===== src/rtl/median3x3_stream_pkg.sv =====
// Shared constants and rank helpers for the 3x3 streaming rank filter.
// Helpers work on a wide unsigned word; callers zero-extend and truncate.
package median3x3_stream_pkg;

  localparam logic [1:0] MODE_MIN = 2'b00;
  localparam logic [1:0] MODE_MED = 2'b01;
  localparam logic [1:0] MODE_MAX = 2'b10;

  localparam int unsigned MedW = 32;

  function automatic logic [MedW-1:0] med3(input logic [MedW-1:0] a,
                                           input logic [MedW-1:0] b,
                                           input logic [MedW-1:0] c);
    logic [MedW-1:0] lo_ab;
    logic [MedW-1:0] hi_ab;
    lo_ab = (a < b) ? a : b;
    hi_ab = (a < b) ? b : a;
    if (c <= lo_ab) begin
      return lo_ab;
    end else if (c >= hi_ab) begin
      return hi_ab;
    end
    return c;
  endfunction

  function automatic logic [MedW-1:0] min3(input logic [MedW-1:0] a,
                                           input logic [MedW-1:0] b,
                                           input logic [MedW-1:0] c);
    logic [MedW-1:0] m;
    m = (a < b) ? a : b;
    return (c < m) ? c : m;
  endfunction

  function automatic logic [MedW-1:0] max3(input logic [MedW-1:0] a,
                                           input logic [MedW-1:0] b,
                                           input logic [MedW-1:0] c);
    logic [MedW-1:0] m;
    m = (a > b) ? a : b;
    return (c > m) ? c : m;
  endfunction

endpackage


===== src/rtl/sort3_cell.sv =====
// Combinational 3-input unsigned sorter producing hi, md and lo.
module sort3_cell #(
  parameter int unsigned DATA_WIDTH = 8
) (
  input  logic [DATA_WIDTH-1:0] a_i,
  input  logic [DATA_WIDTH-1:0] b_i,
  input  logic [DATA_WIDTH-1:0] c_i,
  output logic [DATA_WIDTH-1:0] hi_o,
  output logic [DATA_WIDTH-1:0] md_o,
  output logic [DATA_WIDTH-1:0] lo_o
);

  logic [DATA_WIDTH-1:0] ab_hi;
  logic [DATA_WIDTH-1:0] ab_lo;

  always_comb begin
    ab_hi = (a_i < b_i) ? b_i : a_i;
    ab_lo = (a_i < b_i) ? a_i : b_i;
    hi_o  = ab_hi;
    md_o  = c_i;
    lo_o  = ab_lo;
    if (c_i > ab_hi) begin
      hi_o = c_i;
      md_o = ab_hi;
    end else if (c_i < ab_lo) begin
      md_o = ab_lo;
      lo_o = c_i;
    end
  end

endmodule


===== src/rtl/median3x3_stream.sv =====
// Streaming 3x3 min/median/max filter: sliding 3-column window per lane,
// followed by a two-register rank pipeline under one global stall.
module median3x3_stream
  import median3x3_stream_pkg::*;
#(
  parameter int unsigned DATA_WIDTH = 8,
  parameter int unsigned CHANNELS   = 1
) (
  input  logic                               clk,
  input  logic                               rst_n,
  input  logic [1:0]                         mode,
  input  logic                               in_valid,
  output logic                               in_ready,
  input  logic                               in_sol,
  input  logic [CHANNELS*3*DATA_WIDTH-1:0]   in_col,
  output logic                               out_valid,
  input  logic                               out_ready,
  output logic                               out_sol,
  output logic [CHANNELS*DATA_WIDTH-1:0]     out_pix
);

  localparam int unsigned DW = DATA_WIDTH;

  logic       en;
  logic       accept;
  logic [1:0] cnt_q, cnt_d;
  logic       win_v_q, win_v_d;
  logic       win_sol_q, win_sol_d;
  logic [1:0] mode0_q, mode0_d;
  logic       v1_q, v1_d;
  logic       sol1_q, sol1_d;
  logic [1:0] mode1_q, mode1_d;
  logic       out_valid_q, out_valid_d;
  logic       out_sol_q, out_sol_d;

  assign en        = !out_valid_q || out_ready;
  assign accept    = en && in_valid;
  assign in_ready  = en;
  assign out_valid = out_valid_q;
  assign out_sol   = out_sol_q;

  // win_v marks a freshly completed window waiting to enter stage 1.
  always_comb begin
    cnt_d       = cnt_q;
    win_v_d     = win_v_q;
    win_sol_d   = win_sol_q;
    mode0_d     = mode0_q;
    v1_d        = v1_q;
    sol1_d      = sol1_q;
    mode1_d     = mode1_q;
    out_valid_d = out_valid_q;
    out_sol_d   = out_sol_q;
    if (accept) begin
      if (in_sol) begin
        cnt_d = 2'd1;
      end else if (cnt_q != 2'd3) begin
        cnt_d = cnt_q + 2'd1;
      end
      win_v_d   = (cnt_d == 2'd3);
      win_sol_d = !in_sol && (cnt_q == 2'd2);
      mode0_d   = mode;
    end else if (en) begin
      win_v_d = 1'b0;
    end
    if (en) begin
      v1_d   = win_v_q;
      sol1_d = win_v_q && win_sol_q;
      if (win_v_q) begin
        mode1_d = mode0_q;
      end
      out_valid_d = v1_q;
      out_sol_d   = v1_q && sol1_q;
    end
  end

  always_ff @(posedge clk or negedge rst_n) begin
    if (!rst_n) begin
      cnt_q       <= '0;
      win_v_q     <= 1'b0;
      win_sol_q   <= 1'b0;
      mode0_q     <= '0;
      v1_q        <= 1'b0;
      sol1_q      <= 1'b0;
      mode1_q     <= '0;
      out_valid_q <= 1'b0;
      out_sol_q   <= 1'b0;
    end else begin
      cnt_q       <= cnt_d;
      win_v_q     <= win_v_d;
      win_sol_q   <= win_sol_d;
      mode0_q     <= mode0_d;
      v1_q        <= v1_d;
      sol1_q      <= sol1_d;
      mode1_q     <= mode1_d;
      out_valid_q <= out_valid_d;
      out_sol_q   <= out_sol_d;
    end
  end

  for (genvar g = 0; g < CHANNELS; g++) begin : g_lane
    logic [DW-1:0] col_top, col_mid, col_bot;
    logic [DW-1:0] s_hi, s_md, s_lo;
    logic [DW-1:0] hi_q[3], hi_d[3];
    logic [DW-1:0] md_q[3], md_d[3];
    logic [DW-1:0] lo_q[3], lo_d[3];
    logic [DW-1:0] mx_lo_q, mx_lo_d;
    logic [DW-1:0] md_md_q, md_md_d;
    logic [DW-1:0] mn_hi_q, mn_hi_d;
    logic [DW-1:0] gmin_q, gmin_d;
    logic [DW-1:0] gmax_q, gmax_d;
    logic [DW-1:0] pix_q, pix_d;

    assign col_top = in_col[g*3*DW + 2*DW +: DW];
    assign col_mid = in_col[g*3*DW + DW +: DW];
    assign col_bot = in_col[g*3*DW +: DW];

    sort3_cell #(
      .DATA_WIDTH(DW)
    ) u_sort (
      .a_i (col_top),
      .b_i (col_mid),
      .c_i (col_bot),
      .hi_o(s_hi),
      .md_o(s_md),
      .lo_o(s_lo)
    );

    // Median of 9 = med(max of column mins, med of medians, min of column maxes).
    always_comb begin
      hi_d    = hi_q;
      md_d    = md_q;
      lo_d    = lo_q;
      mx_lo_d = mx_lo_q;
      md_md_d = md_md_q;
      mn_hi_d = mn_hi_q;
      gmin_d  = gmin_q;
      gmax_d  = gmax_q;
      pix_d   = pix_q;
      if (accept) begin
        hi_d[0] = s_hi;
        hi_d[1] = hi_q[0];
        hi_d[2] = hi_q[1];
        md_d[0] = s_md;
        md_d[1] = md_q[0];
        md_d[2] = md_q[1];
        lo_d[0] = s_lo;
        lo_d[1] = lo_q[0];
        lo_d[2] = lo_q[1];
      end
      if (en && win_v_q) begin
        mx_lo_d = DW'(max3(MedW'(lo_q[0]), MedW'(lo_q[1]), MedW'(lo_q[2])));
        md_md_d = DW'(med3(MedW'(md_q[0]), MedW'(md_q[1]), MedW'(md_q[2])));
        mn_hi_d = DW'(min3(MedW'(hi_q[0]), MedW'(hi_q[1]), MedW'(hi_q[2])));
        gmin_d  = DW'(min3(MedW'(lo_q[0]), MedW'(lo_q[1]), MedW'(lo_q[2])));
        gmax_d  = DW'(max3(MedW'(hi_q[0]), MedW'(hi_q[1]), MedW'(hi_q[2])));
      end
      if (en && v1_q) begin
        case (mode1_q)
          MODE_MIN: pix_d = gmin_q;
          MODE_MAX: pix_d = gmax_q;
          default:  pix_d = DW'(med3(MedW'(mx_lo_q), MedW'(md_md_q), MedW'(mn_hi_q)));
        endcase
      end
    end

    always_ff @(posedge clk or negedge rst_n) begin
      if (!rst_n) begin
        hi_q    <= '{default: '0};
        md_q    <= '{default: '0};
        lo_q    <= '{default: '0};
        mx_lo_q <= '0;
        md_md_q <= '0;
        mn_hi_q <= '0;
        gmin_q  <= '0;
        gmax_q  <= '0;
        pix_q   <= '0;
      end else begin
        hi_q    <= hi_d;
        md_q    <= md_d;
        lo_q    <= lo_d;
        mx_lo_q <= mx_lo_d;
        md_md_q <= md_md_d;
        mn_hi_q <= mn_hi_d;
        gmin_q  <= gmin_d;
        gmax_q  <= gmax_d;
        pix_q   <= pix_d;
      end
    end

    assign out_pix[g*DW +: DW] = pix_q;
  end

endmodule


===== config.mk =====
export PLATFORM = sky130hd
export DESIGN_NAME = median3x3_stream
export DESIGN_NICKNAME = d
export VERILOG_FILES = /design/src/rtl/median3x3_stream_pkg.sv /design/src/rtl/sort3_cell.sv /design/src/rtl/median3x3_stream.sv
export SDC_FILE = /design/constraint.sdc
export NUM_CORES = 1
export LEC_CHECK = 0
export CAP_MARGIN = 5
export CORE_ASPECT_RATIO = 0.8
export CORE_MARGIN = 1.5
export CORE_UTILIZATION = 52
export CTS_CLUSTER_SIZE = 25
export DETAILED_ROUTE_END_ITERATION = 12
export PLACE_DENSITY_LB_ADDON = 0.05
export SYNTH_ARGS = -nofsm -noshare
export SYNTH_HDL_FRONTEND = slang
export SYNTH_SLANG_ARGS = --single-unit

===== constraint.sdc =====
create_clock -name clk -period 10.84 [get_ports clk]
set_input_delay 2.71 -clock clk [delete_from_list [all_inputs] [get_ports clk]]
set_output_delay 2.71 -clock clk [all_outputs]
set_load 0.01 [all_outputs]

==> results of run 1 <==
[Yosys cell counts (all sizes together), types with 7 or more instances]
master	instances	area, µm²
nand2	149	559
dfrtp	132	3300
o21ai	126	631
ha	114	1430
mux2i	87	871
inv	78	293
a21oi	61	324
nor2	38	143
mux2	34	383
clkbuf	33	124
a21o	20	150
nand3	14	70.1
nor3	13	75.1
o22ai	13	81.3
nor2b	12	75.1
o221ai	12	105
a221oi	8	70.1
and2	8	50.1
nand4	8	50.1
nor3b	8	60.1
a211oi	7	57.6
[power groups by stage]
stage               Clock, µW  Combinational [µW]  Sequential (µW)
global route              616                2030              895
CTS                       593                1810              866
global placement            0                1770              870
detailed placement          0                1790              873
finish                    586                1810              868
floorplan                   0                1360              797
[per-layer routing]
layer	GRT usage, %	vias to the layer above
met5	0	-
met4	5.23	0
met3	5.79	15
met2	36.8	124
met1	40.1	3494
li1	-	3748
[path summary, 6_finish.rpt]
path / start / end
max reg2reg: g_lane[0].md_md_q[1]$_DFFE_PN0P_ / out_pix[3]$_DFFE_PN0P_
min in group asynchronous: rst_n / out_pix[6]$_DFFE_PN0P_
min: sol1_q$_DFFE_PN0N_ / sol1_q$_DFFE_PN0N_
min reg2reg: sol1_q$_DFFE_PN0N_ / sol1_q$_DFFE_PN0N_
max in group asynchronous: rst_n / g_lane[0].lo_q[21]$_DFFE_PN0P_
max: in_col[10] / g_lane[0].lo_q[16]$_DFFE_PN0P_
[cell families after synthesis]
family                   after synthesis
AO/OA/AOI/OAI                        279
buffers and inverters                117
multiplexers                         121
AND/OR/NAND/NOR                      265
adder cells (fa/ha/maj)              114
flip-flops                           132
[final cells by class]
class | count | area [µm²]
tap | 225 | 282
multi-input combinational | 779 | 5600
timing repair buffer | 48 | 464
inverter | 78 | 293
sequential | 132 | 3300
fill | 1532 | 6900
clock buffer | 19 | 433
clock inverter | 13 | 159
[worst max-delay path, cell delays in order]
cell	delay, ns
clkdlybuf4s50_1	0.49
inv_1	0.06
ha_1	0.32
a211oi_2	0.22
o21ai_1	0.13
a21oi_4	0.57
mux2i_1	0.40
ha_1	0.31
and3_1	0.17
a221o_1	0.34
a21oi_1	0.17
a31oi_2	0.20
a311oi_4	0.72
mux2i_1	0.28
o21ai_1	0.08
[registers in the layout, summed over array words and instances, names as in the netlist, 2 cells and up]
signal / cells
g_lane.mx_lo_q: 8
g_lane.hi_q: 24
g_lane.lo_q: 24
g_lane.gmin_q: 8
mode0_q: 2
cnt_q: 2
out_pix: 8
g_lane.md_md_q: 8
g_lane.mn_hi_q: 8
mode1_q: 2
g_lane.md_q: 24
g_lane.gmax_q: 8
[through the flow]
| step | setup WS, ns | hold slack [ns] | instance area, µm² |
|---|---|---|---|
| floorplan | 4.63 | 0.439 | 9330 |
| CTS | 3.96 | 0.471 | 10500 |
| finish | 3.93 | 0.468 | 10500 |
| global route | 3.64 | 0.499 | 10500 |
| global placement | 3.64 | 0.454 | 9940 |
| detailed placement | 3.56 | 0.458 | 9940 |
==> results.yml, run 1 <==
global_route:
  grt_pass1_wl_um: 37700
  grt-ovfl-total: 0
  grt_pass1_vias: 6976
  track_usage_pct: 25.9
  antenna_found_initial: 0
  grt_max_degree: 83
critical_path:
  cp-start-kind: "input pin"
  path_max_fanout: 26
  crit_required_ns: 11.11
  critPathKind: "in2reg"
  cp-end-kind: "register"
  reg2reg_setup_slack_ns: 6.27
  reg2reg_depth: 16
  cp.arrival_ns: 7.18
cts:
  cts_resized: 0
  hold_buffers: 0
  cts_buffer_depth: 2
  cts_buffers: 17
  clkLatencyLatePin_ns: 0.42
  cts_sinks: 132
  cts_htree_levels: 4
  post-cts-setup-buffers: 0
  cts-root-buf: "clkbuf_16"
  clkTransAtPathRegs_ns: 0.06
  cts_tree: "built"
synth:
  yosys.area_share.simple_pct: 12.8
  yosys_warnings: 0
  ys_seq_area_share_pct: 35.4
  syn_area_um2: 9330
  avgSynthCellArea_um2: 9.08
  synthMuxAreaShare_pct: 13.4
  synth_edf_count: 0
  synth_cell_types: 50
  synthesis.nets: 1173
  synth_xor_area_share_pct: 0
  synthAdderAreaFrac_pct: 15.3
  synth_top_family_by_area: "compound AO/OA/AOI/OAI gates"
  ys_ff_latch: 132
  synth_async_sr_flop_share_pct: 100
  synth_compound_area_share_pct: 18.3
  synthFlopType: "dfrtp_1"
  postSynthCellCount: 1028
routing:
  dr.first_iter.drc_count: 482
  met1_length_um: 12200
  vias_per_cell: 5.70
  vias: 7381
  dr.pass1.iters: 4
  met2_length_um: 9800
  routed_wl_um: 23200
  met3_length_um: 1020
  dr.max_layer_used: "met4"
  antenna_left: 0
  post_drt_wl_per_cell_um: 18.0
  drc_errors: 0
timing:
  finalSetupViolCount: 0
  hold_viol: 0
  slew_viol_final: 0
  worst_pin_slew_ns: 1.09
  finClkSkew_ns: 0.00740
  max-slew-margin-rel_pct: 27.1
  period_share_pct: 63.8
  period_minus_slack_ns: 6.91
  rsz0062_at_grt: "false"
  fin_setup_tns_ns: 0
  max_freq_mhz: 145
placement:
  dpl.hpwl_um: 17300
  dp.cells: 1262
  portBuffers: 41
  gp_congestion: 0.836
power:
  p_per_area_nw_per_um2: 310
  intPower_uw: 1830
  sw_frac_of_total_pct: 43.8
  netSwitchingPower_uw: 1430
  sequentialPowerShare_pct: 26.6
  pwr-share-comb_pct: 55.5
  p_total_uw: 3260
  power_leakage_uw: 0.00493
  clock_power_share_pct: 17.9
  vdd_drop_max_mv: 0.129
worst_hold_path:
  whs_path_depth: 2
  hp-class: "reg2reg"
cells_and_area:
  insertedDiodeCount: 0
  fin_cells: 1294
  fin_nets: 1201
  drive_gt1_share_pct: 8.33
  postLayoutCoreUtil_pct: 60.4
  syn2layout_area_growth_pct: 12.9
  final_common_cell: "nand2_1"
  mostFrequentLayoutCells: "nand2_1 (148), dfrtp_1 (132), o21ai_0 (114), ha_1 (114), mux2i_1 (87)"
flow_run:
  cap_violations: 0
floorplan:
  coreArea_um2: 17400
  die_x_um: 153
  pin_count: 42
  die_h_um: 123
  start_util_pct: 53.5
  dieArea_um2: 18800
  num_rows: 43
status:
  status: "completed"
(Power assumes the default switching activity.)
==> run 2, diff against run 1 <==
==> constraint.sdc (replaced) <==
create_clock -name clk -period 6 [get_ports clk]
set_input_delay 1.5 -clock clk [delete_from_list [all_inputs] [get_ports clk]]
set_output_delay 1.5 -clock clk [all_outputs]
set_load 0.01 [all_outputs]
==> results.yml, run 2 (same netlist as run 1, synthesis figures left out) <==
timing:
  worst_pin_slew_ns: 1.01
  finClkSkew_ns: 0.00722
  max_freq_mhz: 192
  fin_setup_tns_ns: 0
  hold_viol: 0
  max-slew-margin-rel_pct: 32.7
  finalSetupViolCount: 0
  period_share_pct: 86.8
  fin_ws_ns: 0.791
  slew_viol_final: 0
  rsz0062_at_grt: "false"
  period_minus_slack_ns: 5.21
cts:
  clkLatencyLatePin_ns: 0.42
  cts_sinks: 132
  post-cts-setup-buffers: 0
  cts_buffer_depth: 2
  cts-root-buf: "clkbuf_16"
  cts_buffers: 17
  hold_buffers: 0
  cts_resized: 0
  cts_tree: "built"
  clkTransAtPathRegs_ns: 0.05
  cts_htree_levels: 4
flow_run:
  cap_violations: 0
floorplan:
  die_x_um: 153
  num_rows: 43
  pin_count: 42
  die_h_um: 123
  start_util_pct: 53.5
  coreArea_um2: 17400
  dieArea_um2: 18800
routing:
  dr.first_iter.drc_count: 494
  dr.pass1.iters: 5
  post_drt_wl_per_cell_um: 17.9
  vias: 7478
  antenna_left: 0
  routed_wl_um: 23300
  vias_per_cell: 5.75
  drc_errors: 0
critical_path:
  path_max_fanout: 15
  cp-end-kind: "register"
  max_stage_delay_ns: 0.48
  slowest_stage: "clkdlybuf4s50_1"
  critical-path-top-delay-family: "compound AO/OA/AOI/OAI gates"
  critPathKind: "in2reg"
  r2r_end: "out_pix[2]$_DFFE_PN0P_"
  crit_required_ns: 6.26
  r2r-start: "g_lane[0].md_md_q[1]$_DFFE_PN0P_"
  cpMostUsedCell: "inv_1"
  reg2reg_setup_slack_ns: 1.40
  path_cells: "clkdlybuf4s50_1 > inv_1 > ha_1 > nand2_1 > nor3_1 > a21oi_4 > buf_4 > o21ai_0 > inv_1 > ha_1 > a21o_1 > a21o_1 > a221oi_1 > inv_1 > a311oi_4 > buf_4 > mux2i_1 > o21ai_1"
  path_buf_inv: 6
  reg2reg_depth: 16
  cp.arrival_ns: 5.47
  cp-start-kind: "input pin"
power:
  vdd_drop_max_mv: 0.247
  power_leakage_uw: 0.00498
  p_per_area_nw_per_um2: 563
placement:
  portBuffers: 41
  place_ws_ns: 0.338
  gp_congestion: 0.869
  dp.cells: 1270
  dpl.hpwl_um: 17400
cells_and_area:
  fin_nets: 1209
  reg_top3: "g_lane.hi_q x24, g_lane.lo_q x24, g_lane.md_q x24"
  drive_gt1_share_pct: 8.84
  fin_cells: 1300
  insertedDiodeCount: 0
  syn2layout_area_growth_pct: 13.8
  mostFrequentLayoutCells: "nand2_1 (148), dfrtp_1 (132), o21ai_0 (114), ha_1 (114), mux2i_1 (87)"
  postLayoutCoreUtil_pct: 60.9
  final.fill_count: 1526
  final_common_cell: "nand2_1"
global_route:
  antenna_found_initial: 0
  grt_pass1_wl_um: 38200
  grt-ovfl-total: 0
  track_usage_pct: 26.2
  grt_pass1_vias: 7039
  grt_max_degree: 93
worst_hold_path:
  hp-class: "reg2reg"
  min_from: "g_lane[0].gmax_q[5]$_DFFE_PN0P_"
  whs_path_depth: 2
  min_to: "g_lane[0].gmax_q[5]$_DFFE_PN0P_"
status:
  status: "completed"
## run 2: cell count changes in the layout (fill, tap and decap cells not counted), sizes merged
cell	change
buf	+8
bufinv	+1
clkbuf	+2
clkinv	-3
clkinvlp	-1
inv	-1
## run 2: report_power, final
| group | internal, µW | leakage [µW] | switching (µW) |
|---|---|---|---|
| Sequential | 1200 | 0.00167 | 365 |
| Combinational | 1470 | 0.00302 | 1840 |
| Clock | 712 | 0.000295 | 387 |
| Total | 3390 | 0.00498 | 2590 |
## run 2: per-stage QoR
step | power [µW] | hold WS, ns | area, µm²
floorplan | 3900 | 0.439 | 9330
global placement | 4800 | 0.452 | 10000
CTS | 5980 | 0.486 | 10600
detailed placement | 4830 | 0.474 | 10000
global route | 6470 | 0.504 | 10600
finish | 5980 | 0.481 | 10600
## run 2: worst min-delay path: cells and delay by family, from the launching register on
kind	cells	cell delay, ns
AO/OA/AOI/OAI	1	0.06
flip-flops	1	0.34
AND/OR/NAND/NOR	1	0.05
## run 2: routing by layer
metal	vias up	share of wire, %	track usage, %
met4	0	0.99	5.89
met3	16	3.8	3.95
met5	-	0	0
met2	131	43	39.0
met1	3555	53	40.0
li1	3776	-	-
## run 2: how the worst max path moves through the flow
stage                                     endpoint  startpoint  depth (start not counted)
floorplan           g_lane[0].lo_q[21]$_DFFE_PN0P_  in_col[10]                         15
global placement    g_lane[0].lo_q[17]$_DFFE_PN0P_  in_col[15]                         18
detailed placement  g_lane[0].lo_q[20]$_DFFE_PN0P_  in_col[15]                         18
CTS                 g_lane[0].lo_q[16]$_DFFE_PN0P_  in_col[15]                         18
global route        g_lane[0].lo_q[16]$_DFFE_PN0P_  in_col[15]                         18
finish              g_lane[0].lo_q[16]$_DFFE_PN0P_  in_col[15]                         18
## run 2: area by class of cell
class,instances,area (µm²),share of cell area (%)
Multi-Input combinational cell,779,5600,52.7
Inverter,78,293,2.76
Sequential cell,132,3300,31.1
Clock buffer,21,460,4.34
Tap cell,225,282,2.65
Clock inverter,9,154,1.45
Timing Repair Buffer,56,524,4.94
==> run 3, diff against run 2 <==
--- a/config.mk
+++ b/config.mk
@@ -6,9 +6,10 @@
 export NUM_CORES = 1
 export LEC_CHECK = 0
 export CAP_MARGIN = 5
-export CORE_ASPECT_RATIO = 0.8
+export CORE_ASPECT_RATIO = 0.6
 export CORE_MARGIN = 1.5
 export CORE_UTILIZATION = 52
+export CTS_BUF_LIST = sky130_fd_sc_hd__clkbuf_4 sky130_fd_sc_hd__clkbuf_8
 export CTS_CLUSTER_SIZE = 25
 export DETAILED_ROUTE_END_ITERATION = 12
 export PLACE_DENSITY_LB_ADDON = 0.05
==> results.yml, run 3 (same netlist as run 1, synthesis figures left out) <==
status:
  status: "completed"
cells_and_area:
  reg_top3: "g_lane.hi_q x24, g_lane.lo_q x24, g_lane.md_q x24"
  syn2layout_area_growth_pct: 12.7
  final_common_cell: "nand2_1"
  final.fill_count: 1524
  insertedDiodeCount: 0
  fin_nets: 1210
  drive_gt1_share_pct: 9.28
  postLayoutCoreUtil_pct: 60.6
  mostFrequentLayoutCells: "nand2_1 (148), dfrtp_1 (132), o21ai_0 (114), ha_1 (114), mux2i_1 (87)"
floorplan:
  die_h_um: 107
  dieArea_um2: 18800
  die_x_um: 176
  num_rows: 37
  start_util_pct: 53.7
  pin_count: 42
  coreArea_um2: 17400
placement:
  dpl.hpwl_um: 18400
  place_ws_ns: 0.365
  gp_congestion: 0.911
  portBuffers: 41
cts:
  post-cts-setup-buffers: 0
  cts_sinks: 132
  cts_resized: 0
  cts_tree: "built"
  cts_buffer_depth: 2
  cts_htree_levels: 4
  clkLatencyLatePin_ns: 0.46
  cts_buffers: 17
  clkTransAtPathRegs_ns: 0.08
  cts-root-buf: "clkbuf_8"
  hold_buffers: 0
routing:
  dr.pass1.iters: 5
  dr.first_iter.drc_count: 687
  drc_errors: 0
  vias_per_cell: 5.76
  antenna_left: 0
  vias: 7558
  routed_wl_um: 24600
  post_drt_wl_per_cell_um: 18.7
timing:
  slew_viol_final: 0
  max_freq_mhz: 192
  fin_ws_ns: 0.792
  worst_pin_slew_ns: 1.13
  max-slew-margin-rel_pct: 23.8
  period_share_pct: 86.8
  hold_viol: 0
  rsz0062_at_grt: "false"
  period_minus_slack_ns: 5.21
  holdWs_ns: 0.473
  fin_setup_tns_ns: 0
  finalSetupViolCount: 0
  finClkSkew_ns: 0.0136
global_route:
  grt_pass1_vias: 7178
  grt_max_degree: 90
  grt_pass1_wl_um: 39800
  antenna_found_initial: 0
  grt-ovfl-total: 0
  track_usage_pct: 27.6
power:
  vdd_drop_max_mv: 0.234
  p_per_area_nw_per_um2: 563
  power_leakage_uw: 0.00493
critical_path:
  cpMostUsedCell: "inv_1"
  critPathKind: "in2reg"
  cp-start-kind: "input pin"
  critical-path-top-delay-family: "compound AO/OA/AOI/OAI gates"
  r2r_end: "g_lane[0].gmin_q[6]$_DFFE_PN0P_"
  path_max_fanout: 18
  max_stage_delay_ns: 0.49
  slowest_stage: "clkdlybuf4s50_1"
  path_cells: "clkdlybuf4s50_1 > inv_1 > ha_1 > nand2_1 > nor3_1 > a21oi_4 > o21ai_0 > inv_1 > ha_1 > o21ai_1 > a21oi_1 > a221oi_1 > inv_1 > a311oi_4 > buf_4 > mux2i_1 > o21ai_1"
  reg2reg_setup_slack_ns: 1.29
  path_buf_inv: 5
  r2r-start: "g_lane[0].lo_q[14]$_DFFE_PN0P_"
  cp.arrival_ns: 5.51
  reg2reg_depth: 15
  cp-end-kind: "register"
  crit_required_ns: 6.30
worst_hold_path:
  min_from: "out_sol$_DFFE_PN0N_"
  hp-class: "reg2reg"
  min_to: "out_sol$_DFFE_PN0N_"
  whs_path_depth: 2
flow_run:
  cap_violations: 0
[run 3: cell types whose count changed in the layout (fill, tap and decap cells not counted)]
cell,change
buf_4,+1
bufinv_16,+2
clkbuf_1,-2
clkbuf_16,-17
clkbuf_8,+16
clkinv_2,-2
clkinv_4,+2
inv_6,+3
[run 3: routing by layer]
| layer | global-route usage (%) | vias to the layer above | wire length (µm) |
|---|---|---|---|
| met5 | 0 | - | 0 |
| met4 | 7.08 | 0 | 237 |
| met3 | 4.04 | 20 | 1240 |
| met2 | 36.0 | 199 | 9520 |
| met1 | 45.9 | 3579 | 13600 |
| li1 | - | 3760 | - |
[run 3: report_power, final]
group,switching (µW),leakage (µW),internal [µW]
clock,397,0.000240,554
combinational,1900,0.00302,1480
sequential,387,0.00167,1200
total,2680,0.00493,3240
[run 3: cell type report]
| type | count | area, µm² | share of cell area, % |
|---|---|---|---|
| Sequential cell | 132 | 3300 | 31.4 |
| Clock buffer | 18 | 248 | 2.36 |
| Inverter | 78 | 293 | 2.78 |
| Clock inverter | 14 | 248 | 2.36 |
| Multi-Input combinational cell | 779 | 5600 | 53.2 |
| Tap cell | 234 | 293 | 2.78 |
| Timing Repair Buffer | 57 | 532 | 5.06 |
[run 3: how the worst max path moves through the flow]
stage / to / slack, ns / start / cells past startpoint
after global placement: g_lane[0].lo_q[17]$_DFFE_PN0P_ / 0.45 / in_col[15] / 19
after detailed placement: g_lane[0].lo_q[21]$_DFFE_PN0P_ / 0.36 / in_col[10] / 19
after CTS: g_lane[0].lo_q[16]$_DFFE_PN0P_ / 0.85 / in_col[10] / 19
final: g_lane[0].lo_q[17]$_DFFE_PN0P_ / 0.79 / in_col[14] / 17
after floorplan: g_lane[0].lo_q[21]$_DFFE_PN0P_ / 1.0 / in_col[10] / 15
after global routing: g_lane[0].lo_q[16]$_DFFE_PN0P_ / 0.35 / in_col[10] / 19
[run 3: worst reg2reg max path, cell delays in order, from the launching register on]
cell and delay (ns):
dfrtp_1 0.40, inv_1 0.07, ha_1 0.33, a21oi_1 0.16, nand2_1 0.07, a21oi_1 0.37, nand2_1 0.43, mux2i_1 0.24
ha_1 0.33, a21o_1 0.13, a21oi_1 0.06, o21ai_0 0.52, and4b_1 0.28, nor3_2 0.58, mux2_2 0.47, o21ai_0 0.17
[run 3: metrics by stage]
stage	total power (µW)	cells	area, µm²
finish	5920	1312	10500
global route	6400	1312	10500
CTS	5870	1312	10500
detailed placement	4880	1280	10000
global placement	4820	1280	10000
floorplan	3900	1028	9330
